==> src/rtl/cla_adder_pipe_pkg.sv <==
`default_nettype none
// ============================================================================
// vec_alu_pkg : shared types and lane helpers for the vector ALU adder
// Rev 1.0
// ============================================================================
package vec_alu_pkg;

    typedef enum logic [1:0] {
        SEW8  = 2'd0,
        SEW16 = 2'd1,
        SEW32 = 2'd2,
        SEW64 = 2'd3
    } sew_e;

    localparam int GROUP_W = 4;

    // True when lookahead group k is the least-significant group of its lane.
    // A lane wider than the datapath degenerates to a single lane at group 0.
    function automatic logic lane_first_group(input sew_e sew, input int k);
        int groups_per_lane;
        groups_per_lane = (8 << sew) / GROUP_W;
        return (k % groups_per_lane) == 0;
    endfunction

endpackage
`default_nettype wire

==> src/rtl/cla_adder_pipe_if.sv <==
`default_nettype none
// ============================================================================
// cla_adder_pipe_if : operand/result handshake bundle of the pipelined adder
// Rev 1.0
// ============================================================================
interface cla_adder_pipe_if #(
    parameter int WIDTH = 64,
    parameter int TAG_W = 4
);
    logic                 in_valid_i;
    logic                 in_ready_o;
    logic [WIDTH-1:0]     a_i;
    logic [WIDTH-1:0]     b_i;
    logic [1:0]           sew_i;
    logic                 sub_i;
    logic [TAG_W-1:0]     tag_i;
    logic                 out_valid_o;
    logic                 out_ready_i;
    logic [WIDTH-1:0]     sum_o;
    logic [WIDTH/8-1:0]   cout_o;
    logic [TAG_W-1:0]     tag_o;

    modport master (
        output in_valid_i, a_i, b_i, sew_i, sub_i, tag_i, out_ready_i,
        input  in_ready_o, out_valid_o, sum_o, cout_o, tag_o
    );

    modport slave (
        input  in_valid_i, a_i, b_i, sew_i, sub_i, tag_i, out_ready_i,
        output in_ready_o, out_valid_o, sum_o, cout_o, tag_o
    );
endinterface
`default_nettype wire

==> src/rtl/cla_adder_pipe_group_pg.sv <==
`default_nettype none
// ============================================================================
// cla_group_pg : group generate/propagate cell for one lookahead group
// Rev 1.0
// ============================================================================
module cla_group_pg #(
    parameter int BITS = 4
) (
    input  wire logic [BITS-1:0] i_g,
    input  wire logic [BITS-1:0] i_p,
    output logic                 o_gg,
    output logic                 o_pp
);

    logic w_gg;
    logic w_pp;

    // Iterating LSB to MSB yields G3 | G2P3 | G1P2P3 | G0P1P2P3.
    always_comb begin
        w_gg = 1'b0;
        w_pp = 1'b1;
        for (int i = 0; i < BITS; i++) begin
            w_gg = i_g[i] | (i_p[i] & w_gg);
            w_pp = w_pp & i_p[i];
        end
    end

    assign o_gg = w_gg;
    assign o_pp = w_pp;

endmodule
`default_nettype wire

==> src/rtl/cla_adder_pipe.sv <==
`default_nettype none
// ============================================================================
// cla_adder_pipe : two-stage SIMD-partitioned carry-lookahead add/subtract
// Rev 1.0
// ============================================================================
module cla_adder_pipe #(
    parameter int WIDTH = 64,
    parameter int GROUP = 4,
    parameter int TAG_W = 4
) (
    input  wire logic       clk_i,
    input  wire logic       rst_ni,
    cla_adder_pipe_if.slave bus
);
    import vec_alu_pkg::*;

    localparam int NG = WIDTH / GROUP;
    localparam int NB = WIDTH / 8;

    // Handshake
    logic w_adv1;
    logic w_adv2;

    // Stage-1 combinational terms
    logic [WIDTH-1:0] w_b;
    logic [WIDTH-1:0] w_g;
    logic [WIDTH-1:0] w_p;
    logic [NG-1:0]    w_gg;
    logic [NG-1:0]    w_pp;

    // Stage-1 registers
    logic             r_s1_valid;
    logic [WIDTH-1:0] r_s1_g;
    logic [WIDTH-1:0] r_s1_p;
    logic [NG-1:0]    r_s1_gg;
    logic [NG-1:0]    r_s1_pp;
    sew_e             r_s1_sew;
    logic             r_s1_sub;
    logic [TAG_W-1:0] r_s1_tag;

    // Stage-2 combinational carry resolution
    logic [WIDTH-1:0] w_sum;
    logic [NB-1:0]    w_cout;
    logic [NG-1:0]    w_gco;
    logic             w_c_grp;
    logic             w_c_bit;

    // Stage-2 (output) registers
    logic             r_s2_valid;
    logic [WIDTH-1:0] r_sum;
    logic [NB-1:0]    r_cout;
    logic [TAG_W-1:0] r_tag;

    // in_ready deliberately sees out_ready combinationally so a full pipe
    // can accept and retire on the same edge.
    assign w_adv2 = ~r_s2_valid | bus.out_ready_i;
    assign w_adv1 = ~r_s1_valid | w_adv2;

    assign w_b = bus.b_i ^ {WIDTH{bus.sub_i}};
    assign w_g = bus.a_i & w_b;
    assign w_p = bus.a_i ^ w_b;

    for (genvar k = 0; k < NG; k++) begin : g_grp
        cla_group_pg #(
            .BITS (GROUP)
        ) u_pg (
            .i_g  (w_g[k*GROUP +: GROUP]),
            .i_p  (w_p[k*GROUP +: GROUP]),
            .o_gg (w_gg[k]),
            .o_pp (w_pp[k])
        );
    end

    always_ff @(posedge clk_i or negedge rst_ni) begin
        if (!rst_ni) begin
            r_s1_valid <= 1'b0;
            r_s1_g     <= '0;
            r_s1_p     <= '0;
            r_s1_gg    <= '0;
            r_s1_pp    <= '0;
            r_s1_sew   <= SEW8;
            r_s1_sub   <= 1'b0;
            r_s1_tag   <= '0;
        end else if (w_adv1) begin
            r_s1_valid <= bus.in_valid_i;
            if (bus.in_valid_i) begin
                r_s1_g   <= w_g;
                r_s1_p   <= w_p;
                r_s1_gg  <= w_gg;
                r_s1_pp  <= w_pp;
                r_s1_sew <= sew_e'(bus.sew_i);
                r_s1_sub <= bus.sub_i;
                r_s1_tag <= bus.tag_i;
            end
        end
    end

    // Group carries ripple across groups but restart with sub at each lane
    // start; bits inside a group ripple from that group's carry-in.
    always_comb begin
        w_sum   = '0;
        w_cout  = '0;
        w_gco   = '0;
        w_c_grp = 1'b0;
        w_c_bit = 1'b0;
        for (int k = 0; k < NG; k++) begin
            if (lane_first_group(r_s1_sew, k)) begin
                w_c_grp = r_s1_sub;
            end
            w_gco[k] = r_s1_gg[k] | (r_s1_pp[k] & w_c_grp);
            w_c_bit  = w_c_grp;
            for (int j = 0; j < GROUP; j++) begin
                w_sum[k*GROUP+j] = r_s1_p[k*GROUP+j] ^ w_c_bit;
                w_c_bit          = r_s1_g[k*GROUP+j] | (r_s1_p[k*GROUP+j] & w_c_bit);
            end
            // Upper group of a byte that closes a lane reports the lane carry.
            if ((k % 2 == 1) && ((k == NG - 1) || lane_first_group(r_s1_sew, k + 1))) begin
                w_cout[k/2] = w_gco[k];
            end
            w_c_grp = w_gco[k];
        end
    end

    always_ff @(posedge clk_i or negedge rst_ni) begin
        if (!rst_ni) begin
            r_s2_valid <= 1'b0;
            r_sum      <= '0;
            r_cout     <= '0;
            r_tag      <= '0;
        end else if (w_adv2) begin
            r_s2_valid <= r_s1_valid;
            if (r_s1_valid) begin
                r_sum  <= w_sum;
                r_cout <= w_cout;
                r_tag  <= r_s1_tag;
            end
        end
    end

    assign bus.in_ready_o  = w_adv1;
    assign bus.out_valid_o = r_s2_valid;
    assign bus.sum_o       = r_sum;
    assign bus.cout_o      = r_cout;
    assign bus.tag_o       = r_tag;

endmodule
`default_nettype wire

==> src/flat_wrapper.sv <==
// flat-port wrapper written by rule: the top's interface ports become plain ports
module cla_adder_pipe_flat import vec_alu_pkg::*;
#(
    parameter int WIDTH = 64,
    parameter int GROUP = 4,
    parameter int TAG_W = 4
)
  (clk_i, rst_ni, bus_in_valid_i, bus_a_i, bus_b_i, bus_sew_i, bus_sub_i, bus_tag_i, bus_out_ready_i, bus_in_ready_o, bus_out_valid_o, bus_sum_o, bus_cout_o, bus_tag_o);
  cla_adder_pipe_if #(.WIDTH(WIDTH), .TAG_W(TAG_W)) bus_i ();
  input  wire logic clk_i;
  input  wire logic rst_ni;
  input wire logic [$bits(bus_i.in_valid_i)-1:0] bus_in_valid_i;
  input wire logic [$bits(bus_i.a_i)-1:0] bus_a_i;
  input wire logic [$bits(bus_i.b_i)-1:0] bus_b_i;
  input wire logic [$bits(bus_i.sew_i)-1:0] bus_sew_i;
  input wire logic [$bits(bus_i.sub_i)-1:0] bus_sub_i;
  input wire logic [$bits(bus_i.tag_i)-1:0] bus_tag_i;
  input wire logic [$bits(bus_i.out_ready_i)-1:0] bus_out_ready_i;
  output wire logic [$bits(bus_i.in_ready_o)-1:0] bus_in_ready_o;
  output wire logic [$bits(bus_i.out_valid_o)-1:0] bus_out_valid_o;
  output wire logic [$bits(bus_i.sum_o)-1:0] bus_sum_o;
  output wire logic [$bits(bus_i.cout_o)-1:0] bus_cout_o;
  output wire logic [$bits(bus_i.tag_o)-1:0] bus_tag_o;
  assign bus_i.in_valid_i = bus_in_valid_i;
  assign bus_i.a_i = bus_a_i;
  assign bus_i.b_i = bus_b_i;
  assign bus_i.sew_i = bus_sew_i;
  assign bus_i.sub_i = bus_sub_i;
  assign bus_i.tag_i = bus_tag_i;
  assign bus_i.out_ready_i = bus_out_ready_i;
  assign bus_in_ready_o = bus_i.in_ready_o;
  assign bus_out_valid_o = bus_i.out_valid_o;
  assign bus_sum_o = bus_i.sum_o;
  assign bus_cout_o = bus_i.cout_o;
  assign bus_tag_o = bus_i.tag_o;
  cla_adder_pipe #(.WIDTH(WIDTH), .GROUP(GROUP), .TAG_W(TAG_W)) u_core (.clk_i(clk_i), .rst_ni(rst_ni), .bus(bus_i));
endmodule
==> config.mk <==
export PLATFORM = sky130hd
export DESIGN_NAME = cla_adder_pipe_flat
export DESIGN_NICKNAME = d
export VERILOG_FILES = /design/src/rtl/cla_adder_pipe_pkg.sv /design/src/rtl/cla_adder_pipe_if.sv /design/src/rtl/cla_adder_pipe_group_pg.sv /design/src/rtl/cla_adder_pipe.sv /design/src/flat_wrapper.sv
export SDC_FILE = /design/constraint.sdc
export NUM_CORES = 1
export LEC_CHECK = 0
export ABC_AREA = 1
export ABC_CLOCK_PERIOD_IN_PS = 19200
export BUFFER_PORTS_ARGS = -buffer_cell sky130_fd_sc_hd__buf_2
export CORE_ASPECT_RATIO = 0.9
export CORE_MARGIN = 5
export CORE_UTILIZATION = 32
export DETAILED_ROUTE_END_ITERATION = 8
export PLACE_DENSITY = 0.52
export SYNTH_ARGS = -nofsm -noshare
export SYNTH_HDL_FRONTEND = slang
export SYNTH_SLANG_ARGS = --single-unit
export TNS_END_PERCENT = 30
==> constraint.sdc <==
create_clock -name clk_i -period 19.2 [get_ports clk_i]
set_input_delay 0.96 -clock clk_i [delete_from_list [all_inputs] [get_ports clk_i]]
set_output_delay 0.96 -clock clk_i [all_outputs]
set_load 0.01 [all_outputs]
==> run_results.csv <==
group,metric,value,unit
status,outcome,"complete, no violations",
finish,fill_cells,5831,
floorplanning,start_util,0.325,
grt,grt_pass1_wl,88000,um
logic_synthesis,synth_top_family_by_area,"simple AND/OR/NAND/NOR gates",
floorplanning,fp.dieArea,60200,um2
worst_setup_path,slowest_stage,"ha_1",
logic_synthesis,syn-instance-count,2419,
logic_synthesis,async_flop_share,1.00,
sta,clock.fmax,0.0582,GHz
worst_setup_path,path_class,"register to register",
worst_setup_path,start_kind,"register",
clock_network,cts_buffer_depth,3,
grt,track_usage,0.177,
sta,rsz0062_at_grt,"false",
floorplanning,io_pins,217,
clock_network,hold_buffers,0,
worst_setup_path,cp_common_cell,"nand2_2",
worst_setup_path,cp_top_family,"simple AND/OR/NAND/NOR gates",
pwr,power.internal,0.00135,W
logic_synthesis,ys_ff_latch,229,
grt,grt_pass1_vias,16513,
logic_synthesis,ys_dominant_reg_cell,"dfrtp_1",
detailed_routing,post_drt_wl_per_cell,16.5,um
grt,grt_max_degree,113,
detailed_routing,vias_per_cell,4.93,
pwr,clock_power_share,0.197,
worst_setup_path,required,19.57,ns
logic_synthesis,synth_warnings,0,
sta,holdWs,0.473,ns
logic_synthesis,synth_xor_area_frac,0.0514,
sta,relSlewSlack,0.376,
floorplanning,core,54500,um2
logic_synthesis,synth_edf_count,0,
clock_network,cts_tree,"built",
pwr,switching_share,0.463,
placed_design,place_congestion,0.888,
finish,multi_input_area,10600,um2
logic_synthesis,synthAdderAreaFrac,0.0897,
sta,layout_min_cycle_time,17.18,ns
logic_synthesis,yosysUniqueCellTypes,66,
sta,worst_pin_slew,0.935,ns
logic_synthesis,synth_nets,2685,
grt,antenna_found_initial,9,
clock_network,clk_latency,0.53,ns
detailed_routing,num_vias,16422,
clock_network,cts_buffers,25,
finish,drive_gt1_frac,0.200,
logic_synthesis,syn_area,17700,um2
finish,regArea,5730,um2
pwr,power_frac_comb,0.530,
finish,nNetsFinal,2873,
worst_setup_path,arrival,17.55,ns
sta,finalClockSkew,0.0163,ns
sta,setup_violations,0,
finish,areaGrowthSynthToFinish,14.4,%
detailed_routing,drc,0,
floorplanning,die_w,258,um
logic_synthesis,synth-compound-area-share,0.0862,
worst_setup_path,worstPathMaxFanout,17,
clock_network,cts-root-buf,"clkbuf_16",
clock_network,h-tree-depth,1,
detailed_routing,totalWireLength,55100,um
pwr,p_sw,0.00116,W
sta,setup_slack,2.02,ns
detailed_routing,drt_iter0_drc,1096,
finish,fin_util,0.372,
pwr,powerDensity,124,nW/um2
placed_design,io_buffers,216,
worst_setup_path,cpPeakStageDelay,0.45,ns
sta,period_share,0.895,
sta,slew_violations,0,
sta,tns,0,ns
worst_setup_path,crit_path_end_kind,"register",
logic_synthesis,yosysSeqAreaShare,0.324,
worst_hold_path,min_path_type,"register to register",
placed_design,dp_hpwl,41700,um
logic_synthesis,synth.mux.area_fraction,0,
logic_synthesis,synthSimpleGateAreaFrac,0.371,
logic_synthesis,avgSynthCellArea,7.32,um2
grt,grt-ovfl-total,0,
sta,hold_violations,0,
pwr,ir_worst_vdd,0.0674,mV
worst_setup_path,worstPathBufferInverterCount,7,
run,cap_violations,0,
floorplanning,rows,81,
detailed_routing,ant_nets,0,
detailed_routing,first_pass_iters,6,
pwr,p_leak,10.8,nW
floorplanning,die_height,233,um
placed_design,post-place-ws,1.62,ns
pwr,pwr-share-seq,0.273,
pwr,total_power,0.00251,W
clock_network,clk_pin_slew,0.06,ns
clock_network,cts.sinks,229,
## Yosys cell counts (all sizes together), types with 6 or more instances
cell type | number | share of area
a21oi | 60 | 0.018
a31oi | 7 | 0.0025
and2 | 6 | 0.0023
buf | 17 | 0.0073
clkbuf | 61 | 0.018
dfrtp | 229 | 0.32
ha | 127 | 0.090
inv | 241 | 0.052
nand2 | 872 | 0.20
nand3 | 194 | 0.074
nand4 | 48 | 0.020
nor2 | 186 | 0.050
nor3 | 19 | 0.0072
o21ai | 152 | 0.043
o221ai | 15 | 0.0074
o31ai | 6 | 0.0025
or2 | 35 | 0.012
xnor2 | 10 | 0.0049
xor2 | 94 | 0.046
## registers in the layout, summed over array words and instances, names as in the netlist
signal                  flops
u_core.bus.tag_o            4
u_core.bus.cout_o           8
u_core.bus.out_valid_o      1
u_core.r_s1_tag             4
u_core.bus.sum_o           64
u_core.r_s1_p              64
u_core.r_s1_pp             16
u_core.r_s1_gg             16
u_core.r_s1_g              48
u_core.r_s1_valid           1
u_core.r_s1_sub             1
u_core.r_s1_sew             2
## logic make-up (layout without fill, tap and decap cells)
family / Yosys count / after routing
adder cells (fa/ha/maj): 127 / 127
buffers and inverters: 323 / 528
other: 0 / 3
AND/OR/NAND/NOR: 1369 / 1369
XOR/XNOR: 104 / 104
AO/OA/AOI/OAI: 267 / 267
flip-flops: 229 / 229
## tightest hold or removal path: cells and delay by family (launching register included)
| family | cells | cell delay [ns] |
|---|---|---|
| DFF | 1 | 0.34 |
| and+or+nand+nor | 2 | 0.10 |
## final cells by class
class,instances,share of cell area
Sequential cell,229,0.283
Tap cell,705,0.0435
Multi-Input combinational cell,1867,0.523
Timing Repair Buffer,239,0.0625
Inverter,245,0.0464
Antenna cell,3,0.000370
Clock buffer,34,0.0345
Clock inverter,10,0.00648
## metrics by stage
step                      area, um2  cells
final                         20300   3332
after CTS                     20200   3327
after global placement        19400   3283
after detailed placement      19400   3283
after global routing          20300   3329
after floorplan               17700   2419
## timing repair
action,in CTS,in global routing
setup buffers,0,2
endpoints found under the hold margin,0,0
resized for setup,0,1
endpoints found under the setup margin,0,5
## routing by layer
layer	vias to the layer above	share of wire	global-route usage
li1	8169	-	-
met3	56	0.063	0.0372
met4	12	0.012	0.0287
met5	-	0.0015	0
met2	388	0.45	0.291
met1	7797	0.47	0.246
## path summary, 6_finish.rpt
| kind | start | depth (start not counted) | end | slack [ns] |
|---|---|---|---|---|
| worst max register to register | u_core.r_s1_sew[1] | 132 | u_core.bus.sum_o[59] | 2.02 |
| worst max-delay path | u_core.r_s1_sew[1] | 132 | u_core.bus.sum_o[59] | 2.02 |
| worst min register to register | u_core.r_s1_g[8] | 2 | u_core.r_s1_g[8] | 0.47 |
| worst min-delay path | u_core.r_s1_g[8] | 2 | u_core.r_s1_g[8] | 0.47 |
| max in group asynchronous | rst_ni | 3 | u_core.r_s1_g[6] | 16.63 |
| min in group asynchronous | rst_ni | 1 | u_core.bus.sum_o[60] | 0.52 |
## cells in the final DEF (no fill, tap or decap), types with 5 or more instances in the layout
cell	count
nand3_4	14
inv_1	217
nand2_1	783
nor2_4	17
o21ai_0	147
ha_1	127
nand3_2	33
o31ai_1	6
dfrtp_1	229
buf_2	214
buf_4	24
or2_2	33
clkinv_2	6
nor3_1	15
nand3_1	147
nand2_4	16
a21oi_1	55
clkbuf_1	5
xnor2_1	10
inv_2	19
a31oi_1	7
xor2_1	94
nand2_2	73
nand4_1	43
nor2_1	153
nor2_2	14
clkbuf_16	25
o221ai_1	15
## power groups by stage
stage,registers (W),logic (W),clock network [W]
global route,0.000699,0.00151,0.000526
floorplan,0.000710,0.000908,0
detailed placement,0.000690,0.00132,0
CTS,0.000684,0.00133,0.000506
global placement,0.000687,0.00133,0
finish,0.000683,0.00133,0.000494
No activity file was read; power rests on OpenSTA's default activity.
